===== config.mk =====
export PLATFORM = sky130hd
export DESIGN_NAME = fib_seq_engine_flat
export DESIGN_NICKNAME = d
export VERILOG_FILES = /design/src/rtl/fib_pkg.sv /design/src/rtl/fib_seq_engine_if.sv /design/src/rtl/fib_datapath.sv /design/src/rtl/fib_seq_engine.sv /design/src/flat_wrapper.sv
export SDC_FILE = /design/constraint.sdc
export NUM_CORES = 1
export LEC_CHECK = 0
export CAP_MARGIN = 20
export CORE_ASPECT_RATIO = 1.4
export CORE_MARGIN = 1
export CORE_UTILIZATION = 45
export CTS_BUF_LIST = sky130_fd_sc_hd__clkbuf_4
export CTS_CLUSTER_DIAMETER = 200
export DETAILED_ROUTE_END_ITERATION = 8
export MAX_ROUTING_LAYER = met4
export PLACE_DENSITY = 0.74
export SLEW_MARGIN = 10
export SYNTH_ARGS = -nofsm -noshare
export SYNTH_HDL_FRONTEND = slang
export SYNTH_SLANG_ARGS = --single-unit
export TNS_END_PERCENT = 100

===== constraint.sdc =====
create_clock -name clk -period 2.2 [get_ports clk]
set_input_delay 0.44 -clock clk [delete_from_list [all_inputs] [get_ports clk]]
set_output_delay 0.44 -clock clk [all_outputs]
set_load 0.02 [all_outputs]

===== src/rtl/fib_pkg.sv =====
// Shared definitions for the Fibonacci sequence engine: state encoding and default sizes.
package fib_pkg;

    localparam int FIB_W  = 16;
    localparam int FIB_CW = 6;

    localparam logic [1:0] S_IDLE = 2'd0;
    localparam logic [1:0] S_ITER = 2'd1;
    localparam logic [1:0] S_FIN  = 2'd2;

    typedef enum logic [1:0] {
        ST_IDLE = S_IDLE,
        ST_ITER = S_ITER,
        ST_FIN  = S_FIN
    } state_t;

endpackage


===== src/rtl/fib_seq_engine_if.sv =====
// Request/result bundle of the Fibonacci engine. Stream signals exist only with FIB_STREAM_EN.
//
// Handshake: start is a level request, taken only on an edge where the engine is idle
// (busy low); n is sampled on that same edge. done is a one-cycle strobe marking
// result/overflow valid; they hold until the next accepted start. There is no ready
// back-pressure on done. term_valid is a one-cycle strobe qualifying term.
interface fib_seq_engine_if import fib_pkg::*; #(
    parameter int W  = FIB_W,
    parameter int CW = FIB_CW
);
    logic          start;
    logic          abort;
    logic [CW-1:0] n;
    logic          busy;
    logic          done;
    logic [W-1:0]  result;
    logic          overflow;
    logic [1:0]    state;
`ifdef FIB_STREAM_EN
    logic [W-1:0]  term;
    logic          term_valid;

    modport master (
        output start, abort, n,
        input  busy, done, result, overflow, state, term, term_valid
    );
    modport slave (
        input  start, abort, n,
        output busy, done, result, overflow, state, term, term_valid
    );
`else
    modport master (
        output start, abort, n,
        input  busy, done, result, overflow, state
    );
    modport slave (
        input  start, abort, n,
        output busy, done, result, overflow, state
    );
`endif
endinterface


===== src/rtl/fib_datapath.sv =====
// Two-register Fibonacci datapath: a holds F(i), b holds F(i+1), both modulo 2^W,
// with sticky flags recording whether either term ever wrapped.
module fib_datapath #(
    parameter int W = 16
) (
    input  logic         clk,
    input  logic         rst,
    input  logic         load,
    input  logic         step,
    output logic [W-1:0] a,
    output logic [W-1:0] b,
    output logic         carry,
    output logic         aov
);
    logic [W:0] sum;
    logic       bov;

    assign sum   = {1'b0, a} + {1'b0, b};
    assign carry = sum[W];

    // The overflow flag travels with its term, so a wrap in b only reaches aov one step later.
    always_ff @(posedge clk) begin
        if (rst) begin
            a   <= '0;
            b   <= '0;
            aov <= 1'b0;
            bov <= 1'b0;
        end else if (load) begin
            a   <= '0;
            b   <= W'(1);
            aov <= 1'b0;
            bov <= 1'b0;
        end else if (step) begin
            a   <= b;
            b   <= sum[W-1:0];
            aov <= bov;
            bov <= bov | carry;
        end
    end
endmodule


===== src/rtl/fib_seq_engine.sv =====
// Fibonacci engine top: control FSM, iteration counter and output registers around fib_datapath.
// Optional macro FIB_STREAM_EN adds the term/term_valid stream of F(1)..F(N).
module fib_seq_engine import fib_pkg::*; #(
    parameter int W  = FIB_W,
    parameter int CW = FIB_CW
) (
    input logic             clk,
    input logic             rst,
    fib_seq_engine_if.slave bus
);
    state_t        state, state_n;
    logic [CW-1:0] cnt, cnt_n;
    logic          load, step;
    logic [W-1:0]  a, b;
    logic          carry, aov;
    logic [W-1:0]  result_n;
    logic          overflow_n, done_n;

    fib_datapath #(.W(W)) u_datapath (
        .clk   (clk),
        .rst   (rst),
        .load  (load),
        .step  (step),
        .a     (a),
        .b     (b),
        .carry (carry),
        .aov   (aov)
    );

    always_ff @(posedge clk) begin
        if (rst) begin
            state        <= ST_IDLE;
            cnt          <= '0;
            bus.result   <= '0;
            bus.overflow <= 1'b0;
            bus.done     <= 1'b0;
        end else begin
            state        <= state_n;
            cnt          <= cnt_n;
            bus.result   <= result_n;
            bus.overflow <= overflow_n;
            bus.done     <= done_n;
        end
    end

    always_comb begin
        state_n    = state;
        cnt_n      = cnt;
        load       = 1'b0;
        step       = 1'b0;
        result_n   = bus.result;
        overflow_n = bus.overflow;
        done_n     = 1'b0;
        case (state)
            ST_IDLE: begin
                if (bus.start) begin
                    load       = 1'b1;
                    cnt_n      = bus.n;
                    result_n   = '0;
                    overflow_n = 1'b0;
                    state_n    = ST_ITER;
                end
            end
            ST_ITER: begin
                // Abort wins even on the cycle that would otherwise complete.
                if (bus.abort) begin
                    state_n = ST_IDLE;
                end else if (cnt != '0) begin
                    step  = 1'b1;
                    cnt_n = cnt - CW'(1);
                end else begin
                    result_n   = a;
                    overflow_n = aov;
                    done_n     = 1'b1;
                    state_n    = ST_FIN;
                end
            end
            ST_FIN:  state_n = ST_IDLE;
            default: state_n = ST_IDLE;
        endcase
    end

    assign bus.busy  = (state != ST_IDLE);
    assign bus.state = state;

`ifdef FIB_STREAM_EN
    // Each step emits the old b, giving F(1)..F(N) in order.
    always_ff @(posedge clk) begin
        if (rst) begin
            bus.term       <= '0;
            bus.term_valid <= 1'b0;
        end else begin
            bus.term_valid <= step;
            if (step) bus.term <= b;
        end
    end

    logic unused_dp;
    assign unused_dp = carry;
`else
    logic unused_dp;
    assign unused_dp = ^{carry, b};
`endif
endmodule


===== src/flat_wrapper.sv =====
// flat-port wrapper written by rule: the top's interface ports become plain ports
module fib_seq_engine_flat import fib_pkg::*;
#(
    parameter int W  = FIB_W,
    parameter int CW = FIB_CW
)
  (clk, rst, bus_start, bus_abort, bus_n, bus_busy, bus_done, bus_result, bus_overflow, bus_state);
  fib_seq_engine_if #(.W(W), .CW(CW)) bus_i ();
  input logic clk;
  input logic rst;
  input wire logic [$bits(bus_i.start)-1:0] bus_start;
  input wire logic [$bits(bus_i.abort)-1:0] bus_abort;
  input wire logic [$bits(bus_i.n)-1:0] bus_n;
  output wire logic [$bits(bus_i.busy)-1:0] bus_busy;
  output wire logic [$bits(bus_i.done)-1:0] bus_done;
  output wire logic [$bits(bus_i.result)-1:0] bus_result;
  output wire logic [$bits(bus_i.overflow)-1:0] bus_overflow;
  output wire logic [$bits(bus_i.state)-1:0] bus_state;
  assign bus_i.start = bus_start;
  assign bus_i.abort = bus_abort;
  assign bus_i.n = bus_n;
  assign bus_busy = bus_i.busy;
  assign bus_done = bus_i.done;
  assign bus_result = bus_i.result;
  assign bus_overflow = bus_i.overflow;
  assign bus_state = bus_i.state;
  fib_seq_engine #(.W(W), .CW(CW)) u_core (.clk(clk), .rst(rst), .bus(bus_i));
endmodule

==> key figures <==
Setup path
  • Crit path arrival time: 2470 ps
  • Critical path origin: u_core.u_datapath.b[10]
  • Kind of critical path: reg -> reg
  • WP data required: 2540 ps
  • Worst setup SP type: flop
  • R2R Setup Slk: 70 ps
  • R2r startpoint: u_core.u_datapath.b[10]
  • Reg-to-reg critical path endpoint: u_core.u_datapath.b[15]
  • Critical Path Fanout Max: 3
  • Worst r2r path cells: 7
  • Crit. End Element: flop
  • Crit path to: u_core.u_datapath.b[15]

Detailed routing
  • Final ANT Viol Nets: 0
  • Post-Route WL: 7123 µm
  • Iteration-0 DRC Markers: 167
  • Drt first pass iters: 4
  • DRC Markers: 0
  • Vias per cell: 5.445
  • Post-DR wirelength/cell: 13.97 µm
  • Total number of vias: 2777

Run
  • Maxcap violations: 0

Floorplanning
  • Initial Util: 0.4664
  • Die width: 71.97 µm
  • Row count: 35
  • Die area: 7194 µm²
  • I/O pin total: 31
  • Total core area: 6613 µm²
  • Die height: 99.96 µm

Finish
  • Layout Area Growth over Synthesis: 22.19%
  • Fill count: 614
  • Commonest non-fill, non-tap cell in the layout: nand2_1
  • Commonest cells after routing, fill and taps aside: 63 x nand2_1, 55 x dfxtp_1, 41 x a21oi_1, 30 x clkdlybuf4s50_1, 28 x nor2_1
  • Share of cells above drive strength 1: 0.1818
  • Cell area after layout: 3769 µm²
  • ANT cells: 0
  • Nets: 442

Yosys
  • Combinational family with the most area after synthesis: compound AO/OA/AOI/OAI gates
  • Syn_nets: 399
  • Yosys warning count: 0
  • Post-Synth Adder-Cell Area: 0.07951
  • Syn avg cell area: 8.336 µm²
  • EDFF count, synth: 0
  • Top FF cell, synth: dfxtp_1
  • Post-synth ARST share: 0
  • Cell taking the most area after synthesis: dfxtp_1
  • XOR/XNOR Fraction of Synth Area: 0.02272
  • Post-synth cell types: 49
  • Synth area leaders: dfxtp_1 39%, nand2_1 7.7%, a21oi_1 7.3%
  • Simple-gate share of the synthesized area: 0.2187
  • Cells after Synth: 370
  • Compound-cell area share of the yosys netlist: 0.2329
  • Mux cell area share after synthesis: 0.006897
  • Register area share after synthesis: 0.3895
  • Yosys reg bits: 60
  • Post-synth top area share: 0.3895
  • Mapped Area: 3084 µm²

Clocking
  • CTS H-tree lvls: 3
  • Root Driver: clkbuf_4
  • CTS max path bufs: 2
  • Number of CTS-inserted buffers: 9
  • CTS clk-pin slew, worst paths: 110 ps
  • Hold buffers post-CTS: 0
  • CTS tree: built
  • Later-pin clock latency in the skew report: 410 ps
  • Sink Count: 60

STA
  • Max Freq: 468.4 MHz
  • Max_slew headroom: 0.6786
  • Final period utilization: 0.9703
  • Clock skew: 9.460 ps
  • # setup viols final: 0
  • Max Slew Vio Count: 0
  • Slew @ Worst Pin: 481.0 ps
  • Final setup TNS: 0 ps
  • Final Hold Viols: 0
  • Minimum clock period: 2135 ps

Placed design
  • Port bufs: 30
  • Routability Congestion: 0.9241
  • Placed cell areas: 3547 µm²
  • Post-DP HPWL: 5089 µm

Min path
  • Worst min path class: reg -> reg

Pwr
  • Peak supply drop: 0.2741 mV
  • Static Leak: 1.397 nW
  • Total power: 2.272 mW
  • Pwr Density: 603.0 nW/µm²

Global route
  • Vias in the first global route: 2665
  • Total track usage: 0.2187
  • Global route overflow: 0
  • Initial antenna violation count: 0
  • Pin count of the biggest net entering global routing: 27
  • First-pass GRT wire length: 11800 µm

Outcome
  • Outcome: finished clean
-- through the flow --
stage / setup slack [ps] / instances / util / hold WS, ps
floorplan: 106.4 / 370 / - / 441.5
global placement: 16.30 / 491 / 0.5364 / 459.4
detailed placement: 1.564 / 491 / 0.5364 / 468.0
CTS: 6.476 / 507 / 0.5612 / 480.2
global route: -34.95 / 510 / 0.5699 / 490.7
finish: 65.29 / 510 / 0.5699 / 475.0
-- sequential cells by signal, indices dropped and copies added, names as in the netlist --
register	flops
u_core.u_datapath.a	16
u_core.bus.state	2
u_core.bus.done	1
u_core.bus.result	16
u_core.u_datapath.aov	1
u_core.cnt	6
u_core.u_datapath.bov	1
u_core.bus.overflow	1
u_core.u_datapath.b	16
-- metal layers --
layer / GRT usage / part of all wire / vias up
met4: 0.1192 / 0.025 / 0
met5: - / 0 / -
met3: 0.05321 / 0.036 / 16
li1: - / - / 1392
met2: 0.3730 / 0.53 / 67
met1: 0.2300 / 0.41 / 1302
-- logic make-up after synthesis --
| logic type | count (synthesis) |
|---|---|
| flops | 60 |
| fa+ha+maj | 19 |
| mux | 2 |
| buf+inv | 29 |
| compound gates | 110 |
| xor+xnor | 8 |
| simple gates | 142 |
-- critical path, cell delays in order, from the launching register on --
cell      delay (ps)
dfxtp_1          340
ha_1             310
a21o_1           180
a21oi_2          190
or3b_4           400
o211ai_1         220
mux2_4           320
o22ai_1          120
-- cell type report --
class	count	area, µm²	share of cell area
multi-input cells	281	1758	0.4665
flip-flops and latches	60	1207	0.3204
repair buffers	52	490.5	0.1301
well taps	92	115.1	0.03054
clock inverters	6	88.84	0.02357
clock buffers	10	75.07	0.01992
inverters	9	33.78	0.008964
-- where the power goes --
group,switching [mW],internal [mW]
registers,0.0162,1.10
logic,0.160,0.108
clock network,0.412,0.473
total,0.589,1.68
-- repair_timing --
item / 4_1_cts / 5_1_grt
gates resized for setup: 0 / 17
endpoints found under the hold margin: 0 / 0
endpoints found under the setup margin: 0 / 6
setup buffers: 0 / 3
-- synthesized netlist by cell type (4+ instances only) --
cell	number
a21o_1	7
a21oi_1	45
a22oi_1	12
a22oi_2	8
buf_2	7
clkbuf_1	7
dfxtp_1	60
ha_1	18
inv_1	9
nand2_1	63
nand3_1	12
nand4_1	4
nor2_1	28
nor2_2	8
nor3_1	5
o211ai_1	5
o21ai_0	16
xnor2_1	6
-- worst min path at each step --
stage	from	cells after the start	slack, ps	to
final	u_core.u_datapath.bov	2	480	u_core.u_datapath.aov
after global routing	u_core.u_datapath.b[15]	2	490	u_core.u_datapath.a[15]
after CTS	u_core.u_datapath.bov	2	480	u_core.u_datapath.aov
after detailed placement	u_core.u_datapath.b[4]	2	470	u_core.u_datapath.b[4]
after global placement	u_core.u_datapath.b[5]	2	460	u_core.u_datapath.b[5]
after floorplan	u_core.u_datapath.bov	2	440	u_core.u_datapath.aov
(Power assumes the default switching activity.)
